$ cat src/rtl/sdram_cpu_port.sv
// CPU-side request front-end for the NES SDRAM slot controller: buffers requests,
// aligns to the 24-cycle slot, issues one per slot. Define SDRAM_CPU_PORT_WRITE_ACK_EN to ack writes.
module sdram_cpu_port #(
    parameter int unsigned ADDR_DEPTH  = 23,
    parameter int unsigned FIFO_DEPTH  = 4,
    parameter int unsigned SLOT_LEN    = 24,
    parameter int unsigned ISSUE_PHASE = 23,
    parameter int unsigned RDATA_PHASE = 8
) (
    input  logic                  clk,
    input  logic                  rst,
    input  logic                  ctrl_rdy,
    output logic                  sync_out,
    input  logic                  req_valid,
    output logic                  req_ready,
    input  logic                  req_we,
    input  logic [ADDR_DEPTH-1:0] req_addr,
    input  logic [7:0]            req_wdata,
    output logic                  rsp_valid,
    output logic [7:0]            rsp_rdata,
    output logic [ADDR_DEPTH-1:0] cpu_addr,
    output logic [7:0]            cpu_data_wr,
    output logic                  cpu_rd,
    output logic                  cpu_wr,
    input  logic [7:0]            cpu_data_rd
);

    localparam int unsigned PTR_W     = $clog2(FIFO_DEPTH);
    localparam int unsigned CNT_W     = PTR_W + 1;
    localparam int unsigned PHASE_W   = $clog2(SLOT_LEN);
    localparam int unsigned PRE_ISSUE = (ISSUE_PHASE == 0) ? SLOT_LEN - 1 : ISSUE_PHASE - 1;

    localparam logic [PHASE_W-1:0] PH_ISSUE     = PHASE_W'(ISSUE_PHASE);
    localparam logic [PHASE_W-1:0] PH_PRE_ISSUE = PHASE_W'(PRE_ISSUE);
    localparam logic [PHASE_W-1:0] PH_RDATA     = PHASE_W'(RDATA_PHASE);
    localparam logic [PHASE_W-1:0] PH_LAST      = PHASE_W'(SLOT_LEN - 1);
    localparam logic [CNT_W-1:0]   CNT_FULL     = CNT_W'(FIFO_DEPTH);

    typedef enum logic [1:0] {StSync, StWait, StRun} state_e;

    state_e              state_q, state_d;
    logic                sync_q, sync_d;
    logic [PHASE_W-1:0]  phase_q, phase_d;

    logic                  fifo_we_q    [FIFO_DEPTH];
    logic [ADDR_DEPTH-1:0] fifo_addr_q  [FIFO_DEPTH];
    logic [7:0]            fifo_wdata_q [FIFO_DEPTH];
    logic [PTR_W-1:0]      wr_ptr_q, rd_ptr_q;
    logic [CNT_W-1:0]      count_q;

    logic                  cpu_rd_q, cpu_wr_q;
    logic [ADDR_DEPTH-1:0] cpu_addr_q;
    logic [7:0]            cpu_data_wr_q;
    logic                  inflight_q, inflight_wr_q;
    logic                  rsp_valid_q;
    logic [7:0]            rsp_rdata_q;

    logic fifo_full, fifo_empty, push, pop, issue_entry, rdata_exit, head_we;

    assign fifo_full   = (count_q == CNT_FULL);
    assign fifo_empty  = (count_q == '0);
    assign req_ready   = (state_q != StSync) && !fifo_full;
    assign push        = req_valid && req_ready;
    // The sync edge reloads the phase, so it never counts as a natural issue entry.
    assign issue_entry = !sync_q && (phase_q == PH_PRE_ISSUE);
    assign rdata_exit  = (phase_q == PH_RDATA);
    assign pop         = issue_entry && (state_q == StRun) && !fifo_empty;
    assign head_we     = fifo_we_q[rd_ptr_q];

    always_comb begin
        state_d = state_q;
        sync_d  = 1'b0;
        case (state_q)
            StSync: begin
                if (!sync_q) begin
                    sync_d = 1'b1;
                end else begin
                    state_d = StWait;
                end
            end
            StWait:  if (ctrl_rdy) state_d = StRun;
            StRun:   if (!ctrl_rdy) state_d = StWait;
            default: state_d = StSync;
        endcase
    end

    always_comb begin
        if (sync_q) begin
            phase_d = PH_ISSUE;
        end else if (phase_q == PH_LAST) begin
            phase_d = '0;
        end else begin
            phase_d = phase_q + 1'b1;
        end
    end

    always_ff @(posedge clk) begin
        if (rst) begin
            state_q  <= StSync;
            sync_q   <= 1'b0;
            phase_q  <= '0;
            wr_ptr_q <= '0;
            rd_ptr_q <= '0;
            count_q  <= '0;
        end else begin
            state_q <= state_d;
            sync_q  <= sync_d;
            phase_q <= phase_d;
            if (push) wr_ptr_q <= wr_ptr_q + 1'b1;
            if (pop)  rd_ptr_q <= rd_ptr_q + 1'b1;
            case ({push, pop})
                2'b10:   count_q <= count_q + 1'b1;
                2'b01:   count_q <= count_q - 1'b1;
                default: count_q <= count_q;
            endcase
        end
    end

    always_ff @(posedge clk) begin
        if (push) begin
            fifo_we_q[wr_ptr_q]    <= req_we;
            fifo_addr_q[wr_ptr_q]  <= req_addr;
            fifo_wdata_q[wr_ptr_q] <= req_wdata;
        end
    end

    always_ff @(posedge clk) begin
        if (rst) begin
            cpu_rd_q      <= 1'b0;
            cpu_wr_q      <= 1'b0;
            cpu_addr_q    <= '0;
            cpu_data_wr_q <= '0;
            inflight_q    <= 1'b0;
            inflight_wr_q <= 1'b0;
            rsp_valid_q   <= 1'b0;
            rsp_rdata_q   <= '0;
        end else begin
            rsp_valid_q <= 1'b0;
            if (rdata_exit && inflight_q) begin
                rsp_valid_q <= 1'b1;
                inflight_q  <= 1'b0;
                if (!inflight_wr_q) rsp_rdata_q <= cpu_data_rd;
            end
            // Command strobes last exactly one slot; address and data stay put when idle.
            if (issue_entry) begin
                cpu_rd_q <= 1'b0;
                cpu_wr_q <= 1'b0;
                if (pop) begin
                    cpu_addr_q    <= fifo_addr_q[rd_ptr_q];
                    cpu_data_wr_q <= fifo_wdata_q[rd_ptr_q];
                    cpu_rd_q      <= !head_we;
                    cpu_wr_q      <= head_we;
`ifdef SDRAM_CPU_PORT_WRITE_ACK_EN
                    inflight_q    <= 1'b1;
                    inflight_wr_q <= head_we;
`else
                    inflight_wr_q <= 1'b0;
                    if (!head_we) inflight_q <= 1'b1;
`endif
                end
            end
        end
    end

    assign sync_out    = sync_q;
    assign cpu_rd      = cpu_rd_q;
    assign cpu_wr      = cpu_wr_q;
    assign cpu_addr    = cpu_addr_q;
    assign cpu_data_wr = cpu_data_wr_q;
    assign rsp_valid   = rsp_valid_q;
    assign rsp_rdata   = rsp_rdata_q;

endmodule

$ cat config.mk
export PLATFORM = sky130hd
export DESIGN_NAME = sdram_cpu_port
export DESIGN_NICKNAME = d
export VERILOG_FILES = /design/src/rtl/sdram_cpu_port.sv
export SDC_FILE = /design/constraint.sdc
export NUM_CORES = 1
export LEC_CHECK = 0
export CORE_UTILIZATION = 30
export DETAILED_ROUTE_END_ITERATION = 16
export PLACE_DENSITY = 0.6
export SLEW_MARGIN = 10
export SYNTH_ARGS = -nofsm -noshare
export SYNTH_HDL_FRONTEND = slang
export SYNTH_SLANG_ARGS = --single-unit
$ cat constraint.sdc
create_clock -name clk -period 4.4 [get_ports clk]
set_input_delay 0.44 -clock clk [delete_from_list [all_inputs] [get_ports clk]]
set_output_delay 0.44 -clock clk [all_outputs]
set_load 0.005 [all_outputs]
==> summary.txt, run 1 <==
Outcome: completed
Starting Density: 30.65%
FFs w/ async S/R, synth: 0%
Fin. Hold Viols: 0
Slew @ Worst Pin: 1.130 ns
Peak VDD IR: 0.2244 mV
Post-synthesis cell area: 0.006939 mm²
Pleak: 3.083 nW
Sequential Power Share: 53.5%
Syn avg cell area: 17.13 µm²
Area after DPL: 0.008094 mm²
Comb pwr share: 4.7%
Worst min path class: reg -> reg
Placed insts: 759
Final setup TNS: 0 ns
DRC errors left: 0
GPL Wtd Cong: 0.6686
Startpoint Class: register
Area leader, netlist: edfxtp_1
Placement row count: 55
Vias post-DR: 3593
Worst-Skew Late Latency: 0.43 ns
Distinct cells, synth: 34
Setup CP Type: reg -> reg
Critical path data required time: 4.74 ns
Worst-path clk slew: 0.07 ns
Post-CTS setup buffer count: 0
Antenna cell count: 0
Hpwl dp: 8128 µm
Crit end category: register
Nets: 546
Fin crit period: 3.232 ns
Synth top area share: 55.39%
Wire per inst: 16.54 µm
Gr usage total: 11.62%
Final setup viols: 0
Post-cts repair resize count: 0
Vias in the first global route: 3820
Antenna violations before repair: 0
Reported max-cap violation count: 0
Final ANT Viol Nets: 0
Part of the Yosys area used for sequential elements: 72.70%
Grt ovf: 0
Skew final: 0.01011 ns
Cells after Synth: 405
Area delta synth->final: 25.32%
Die area: 0.02374 mm²
CTS sink cnt: 188
Die X: 154.1 µm
Root Driver: clkbuf_16
Most common cell in the netlist: edfxtp_1
Clock Path Buffers: 2
Core area: 0.02264 mm²
Fillers: 2061
Final Slew Violations: 0
Routed Wire Length: 13080 µm
Mapped Nets: 458
H-tree Lvls: 4
Max_slew headroom: 24.65%
IO buf count: 87
Worst-path fanout max: 37
Pint: 2.882 mW
First-pass GRT wire length: 20430 µm
Synth cell count leaders: 128 x edfxtp_1, 60 x dfxtp_1, 55 x nor2_1
FF+latch count, synth: 188
Pin count of the biggest net entering global routing: 60
Share of the clock period used by the worst path: 73.46%
Synth area leaders: edfxtp_1 55%, dfxtp_1 17%, mux4_2 10%, mux2i_1 5.8%, nor2_1 3.0%
RSZ-0062 raised after global routing: no
DP Worst Slack: 1.192 ns
Sw Ratio: 21.35%
Average vias per placed instance: 4.542
Worst Path Arrival: 3.57 ns
Post-route cell area: 0.008696 mm²
Non-filler instance count after layout: 791
Psw: 0.7823 mW
Hold-fix buffers, CTS: 0
CTS tree: done
Top FF cell, synth: edfxtp_1
Layout Utilization: 38.41%
Layout cell share with drive strength beyond 1: 14.82%
I/O pin total: 88
Clk network pwr share: 41.9%
Number of enable flip-flop cells after synthesis: 128
Fmax achieved: 309.4 MHz
CTS buffer count: 17
Register area: 0.005047 mm²
Die height: 154.1 µm
Number of DRC markers in iteration 0: 172
DRT Pass-1 Iters: 4
Combined area of the multi-input logic cells: 0.001768 mm²
Final WS setup: 1.168 ns
Pwr Density: 421.4 mW/mm²
YS warnings: 0
-- worst paths after layout --
check	start	to	slack [ns]	cells after the start
worst min-delay path	cpu_rd	cpu_rd	0.45	2
worst max-delay path	phase_q[0]	count_q[2]	1.17	12
worst max register to register	phase_q[0]	count_q[2]	1.17	12
worst min register to register	cpu_rd	cpu_rd	0.45	2
-- through the flow --
stage	hold WS, ns	power, mW
after floorplan	0.4483	2.079
after global placement	0.4550	2.159
after detailed placement	0.4473	2.173
after CTS	0.4568	3.706
after global routing	0.4913	3.789
final	0.4518	3.665
-- power by group through the flow --
| stage | clock network (mW) | registers, mW | logic, mW |
|---|---|---|---|
| final | 1.53 | 1.96 | 0.171 |
| after CTS | 1.57 | 1.96 | 0.176 |
| after global placement | 0 | 1.99 | 0.166 |
| after floorplan | 0 | 1.99 | 0.0896 |
| after global routing | 1.64 | 1.96 | 0.188 |
| after detailed placement | 0 | 2.00 | 0.174 |
-- layout by cell type, fill, tap and decap left out, types with 2 or more instances in the layout --
master and count:
or2_2 2, o21ai_0 3, nor2_1 55, dfxtp_2 2, buf_4 2, nor4_1 2
edfxtp_1 128, dfxtp_1 58, xnor2_1 3, nor2b_1 2, a211oi_1 2, nor3b_1 2
a21oi_1 8, inv_6 2, nand2b_1 3, xor2_1 3, mux2i_1 40, clkdlybuf4s50_1 86
inv_8 3, or3_1 2, ha_1 8, mux4_2 32, clkinv_4 2, nand2_1 5
clkinvlp_4 2, clkbuf_16 19, and2_2 4, inv_1 11
-- flip-flops by register name, summed over array words and instances (netlist names), named ones only --
signal and cells:
rd_ptr_q 2, state_q 2, cpu_wr 1, count_q 3, inflight_q 1, fifo_we_q 4, rsp_rdata 8, sync_out 1
fifo_addr_q 92, cpu_rd 1, rsp_valid 1, cpu_addr 23, wr_ptr_q 2, cpu_data_wr 8, fifo_wdata_q 32, phase_q 5
-- critical path: stages, from the launching register on --
cell and delay, ns:
dfxtp_1 0.34, inv_1 0.10, ha_1 0.16, nand4b_1 0.14
or4_2 0.66, buf_4 0.35, inv_1 0.13, ha_1 0.20
inv_1 0.07, fa_1 0.37, xor2_1 0.16, or3_1 0.31
a21oi_1 0.17
-- cell families after synthesis --
group,Yosys count,share of synthesized area [%]
buf+inv,31,1.911
flops,188,72.70
mux,72,16.16
compound gates,15,1.190
simple gates,84,5.553
fa+ha+maj,9,1.731
xor+xnor,6,0.7574
-- layer usage --
metal,vias to the layer above,track usage [%],routed length [µm],part of all wire (%)
met1,1818,13.48,5629,43
met3,17,3.016,473,3.6
met5,-,0,0,0
met4,0,4.381,164,1.3
li1,1684,-,-,-
met2,74,20.52,6813,52
-- layout make-up --
type / instances / share of cell area [%]
Clock inverter: 12 / 1.410
Clock buffer: 20 / 5.511
Sequential cell: 188 / 58.04
Tap cell: 285 / 4.101
Inverter: 11 / 0.4748
Multi-Input combinational cell: 186 / 20.33
Timing Repair Buffer: 89 / 10.13
(Power assumes the default switching activity.)
==> run 2, diff against run 1 <==
- clock period: 4.4 -> 3 ns (I/O delays scaled with it)
==> run 2 against run 1 <==
Clock skew increased by 0.0099 ns. Power is 43% higher. First-iteration DRC count increased by 43%. Wire length is 1.8% higher. Clock power grew 38%. Sequential share of layout area down 0.083 points. Via count decreased by 0.11%. Fmax is 18% higher. Combinational power is 49% higher. Global-route usage is 0.48 points higher. Final cell count up 0.76%. Hold slack worse by 0.13 ns.
==> summary.txt, run 2 (synthesis results as in run 1) <==
Flop2flop setup slack: 0.26 ns
Root Driver: clkbuf_16
Clock Path Buffers: 2
Pin count of the biggest net entering global routing: 40
Commonest non-fill, non-tap cell in the layout: edfxtp_1
Layout cell share with drive strength beyond 1: 16.21%
Peak VDD IR: 0.2668 mV
DRT Pass-1 Iters: 4
Worst-Skew Late Latency: 0.43 ns
Die area: 0.02374 mm²
Placed insts: 765
RSZ-0062 raised after global routing: no
Number of DRC markers in iteration 0: 246
CTS buffer count: 17
Vias in the first global route: 3971
Max reg flops: 92
CTS sink cnt: 188
Post-cts repair resize count: 0
DP Worst Slack: 0.2395 ns
Post-CTS setup buffer count: 0
Fmax achieved: 365.3 MHz
Area delta synth->final: 25.50%
CTS tree: done
Antenna violations before repair: 0
Hpwl dp: 7820 µm
Hold path start: rst
Setup CP Type: reg -> reg
Final ANT Viol Nets: 0
IO buf count: 87
Vias post-DR: 3589
Nets: 552
GPL Wtd Cong: 0.7199
Fin. Hold Viols: 0
Critical path data required time: 3.36 ns
Final setup TNS: 0 ns
DRC errors left: 0
Largest register by flop count: fifo_addr_q
Worst-path clk slew: 0.07 ns
I/O pin total: 88
Pwr Total: 5.233 mW
H-tree Lvls: 4
Average vias per placed instance: 4.503
Fin crit period: 2.737 ns
Outcome: completed
Antenna cell count: 0
Die height: 154.1 µm
Share of the clock period used by the worst path: 91.24%
Max_slew headroom: 35.00%
Die X: 154.1 µm
Skew final: 0.01999 ns
Grt ovf: 0
Starting Density: 30.65%
Worst min path class: in -> reg
Placement row count: 55
FF-to-FF Start: phase_q[0]
Worst Path Arrival: 3.10 ns
Commonest cells after routing, fill and taps aside: 128 x edfxtp_1, 86 x clkdlybuf4s50_1, 58 x dfxtp_1
Pleak: 3.087 nW
Final Slew Violations: 0
Pwr Density: 600.9 mW/mm²
Gr usage total: 12.09%
Routed Wire Length: 13310 µm
Crit end category: register
Startpoint Class: register
Worst-path fanout max: 4
Final setup viols: 0
Setup crit start: phase_q[0]
Non-filler instance count after layout: 797
Final WS setup: 0.2629 ns
Wire per inst: 16.71 µm
Core area: 0.02264 mm²
Slew @ Worst Pin: 0.9751 ns
Layout Utilization: 38.46%
First-pass GRT wire length: 21180 µm
Hold-fix buffers, CTS: 0
Reported max-cap violation count: 0
run 2: worst max-delay path: stages, from the launching register on:
cell and delay (ns):
dfxtp_1 0.34, inv_1 0.10, ha_1 0.15, nand4b_1 0.12
or4_2 0.67, inv_1 0.08, ha_1 0.17, inv_1 0.06
fa_1 0.37, xor2_1 0.16, or3_1 0.31, a21oi_1 0.15
run 2: per-stage QoR:
step	hold slack [ns]	instance area, µm²
finish	0.3227	8708
floorplan	0.3989	6939
global placement	0.4408	8152
detailed placement	0.4548	8152
CTS	0.3245	8708
global route	0.3463	8708
run 2: layer usage:
metal / up-vias / GRT usage [%] / wire [µm]
li1: 1708 / - / -
met1: 1807 / 13.81 / 5702
met2: 67 / 21.41 / 7017
met3: 7 / 3.579 / 490
met4: 0 / 4.333 / 104
met5: - / 0 / 0
run 2: power breakdown:
group	internal, mW	switching [mW]	total (mW)	leakage (nW)
combinational	0.131	0.123	0.254	1.18
sequential	2.84	0.0366	2.87	1.64
clock	1.09	1.01	2.11	0.261
total	4.06	1.17	5.23	3.09
run 2: area by class of cell:
type / count / area, µm²
Fill cell: 2096 / 13930
Tap cell: 285 / 356.6
Multi-Input combinational cell: 186 / 1768
Sequential cell: 188 / 5047
Timing Repair Buffer: 95 / 938.4
Clock inverter: 15 / 131.4
Clock buffer: 17 / 425.4
Inverter: 11 / 41.29
run 2: worst paths after layout:
check,cells after the start,end
min,2,cpu_data_wr[3]
min reg2reg,2,cpu_rd
max,11,count_q[2]
max reg2reg,11,count_q[2]
==> run 3, diff against run 2 <==
- MAX_ROUTING_LAYER: unset -> met4
- TNS_END_PERCENT: unset -> 100
==> run 3 against run 2 <==
Clock power about the same. Fmax is 0.24% lower. Combinational power is essentially flat. Critical path type unchanged. Critical endpoint unchanged.
==> summary.txt, run 3 (synthesis results as in run 1) <==
Nets: 552
Die area: 0.02374 mm²
Reported max-cap violation count: 0
Routed Wire Length: 13290 µm
Commonest cells after routing, fill and taps aside: 128 x edfxtp_1, 86 x clkdlybuf4s50_1, 58 x dfxtp_1
DRC errors left: 0
Critical path data required time: 3.35 ns
CTS buffer count: 17
Worst Path Arrival: 3.10 ns
Combined area of the multi-input logic cells: 0.001768 mm²
Max_slew headroom: 35.05%
Worst-path fanout max: 4
Hold path start: rst
Share of the clock period used by the worst path: 91.46%
Flop2flop setup slack: 0.26 ns
Hpwl dp: 7820 µm
Die X: 154.1 µm
Layout cell share with drive strength beyond 1: 16.21%
Core area: 0.02264 mm²
I/O pin total: 88
Fmax achieved: 364.4 MHz
Slew @ Worst Pin: 0.9743 ns
DRT Pass-1 Iters: 4
Wire per inst: 16.68 µm
Clock Path Buffers: 2
Non-filler instance count after layout: 797
Die height: 154.1 µm
Average vias per placed instance: 4.509
Final ANT Viol Nets: 0
H-tree Lvls: 4
Worst min path class: in -> reg
Register area: 0.005047 mm²
Commonest non-fill, non-tap cell in the layout: edfxtp_1
IO buf count: 87
R2r endpoint: count_q[2]
Number of DRC markers in iteration 0: 243
Crit end category: register
Largest register by flop count: fifo_addr_q
Peak VDD IR: 0.2663 mV
Post-CTS setup buffer count: 0
Startpoint Class: register
Grt ovf: 0
CTS sink cnt: 188
Antenna cell count: 0
Max reg flops: 92
GPL Wtd Cong: 0.7283
Gr usage total: 12.48%
Antenna violations before repair: 0
Vias in the first global route: 3968
Placement row count: 55
CTS tree: done
Worst r2r path cells: 11
Final setup viols: 0
Pleak: 3.087 nW
Pwr Density: 601.2 mW/mm²
Worst-Skew Late Latency: 0.42 ns
Outcome: completed
Fin crit period: 2.744 ns
Area after DPL: 0.008152 mm²
Placed insts: 765
Final setup TNS: 0 ns
FF-to-FF Start: phase_q[0]
Area delta synth->final: 25.50%
First-pass GRT wire length: 21190 µm
Setup CP Type: reg -> reg
Skew final: 0.008963 ns
RSZ-0062 raised after global routing: no
Vias post-DR: 3594
Hold-fix buffers, CTS: 0
Fillers: 2096
Pin count of the biggest net entering global routing: 40
Post-route cell area: 0.008708 mm²
Pwr Total: 5.235 mW
Worst Hold Path Cells: 2
Post-cts repair resize count: 0
Starting Density: 30.65%
Final Slew Violations: 0
Sink of the worst hold path: cpu_data_wr[3]
Root Driver: clkbuf_16
Worst-path clk slew: 0.07 ns
Fin. Hold Viols: 0
run 3: cell counts in the layout (fill, tap and decap cells not counted):
No cell type changed its count.
run 3: power breakdown:
part / internal (mW) / switching (mW) / leakage [nW]
sequential: 2.84 / 0.0363 / 1.64
combinational: 0.131 / 0.123 / 1.18
clock: 1.09 / 1.02 / 0.261
run 3: layout make-up:
type,instances,area share (%)
Clock buffer,17,4.885
Clock inverter,15,1.509
Inverter,11,0.4741
Multi-Input combinational cell,186,20.30
Sequential cell,188,57.96
Tap cell,285,4.095
Timing Repair Buffer,95,10.78
run 3: worst max-delay path: stages (launching register included):
cell and delay (ns):
dfxtp_1 0.34, inv_1 0.10, ha_1 0.15, nand4b_1 0.12, or4_2 0.67, inv_1 0.08
ha_1 0.17, inv_1 0.06, fa_1 0.37, xor2_1 0.16, or3_1 0.31, a21oi_1 0.15
run 3: how the worst max path moves through the flow:
| stage | from | slack, ns | cells after the start | endpoint |
|---|---|---|---|---|
| 3_3_place_gp | phase_q[0] | 0.37 | 11 | count_q[2] |
| 4_1_cts | phase_q[0] | 0.25 | 11 | count_q[2] |
| 5_1_grt | phase_q[0] | 0.12 | 11 | count_q[2] |
| 3_5_place_dp | phase_q[0] | 0.24 | 11 | count_q[2] |
| 6_report | phase_q[0] | 0.26 | 11 | count_q[2] |
| 2_1_floorplan | phase_q[0] | 0.25 | 13 | count_q[2] |
run 3: metal layers:
| layer | wire (µm) | up-vias | global-route usage [%] |
|---|---|---|---|
| met5 | 0 | - | - |
| met4 | 172 | 0 | 4.476 |
| met3 | 521 | 13 | 3.551 |
| met2 | 6951 | 75 | 21.41 |
| met1 | 5648 | 1801 | 13.83 |
| li1 | - | 1705 | - |
run 3: stage by stage:
step | hold WS [ns] | setup WS, ns | util [%]
after floorplan | 0.3989 | 0.2472 | -
after global placement | 0.4408 | 0.3655 | 36.00
final | 0.3251 | 0.2561 | 38.46
after global routing | 0.3450 | 0.1247 | 38.46
after detailed placement | 0.4548 | 0.2395 | 36.00
after CTS | 0.3245 | 0.2463 | 38.46
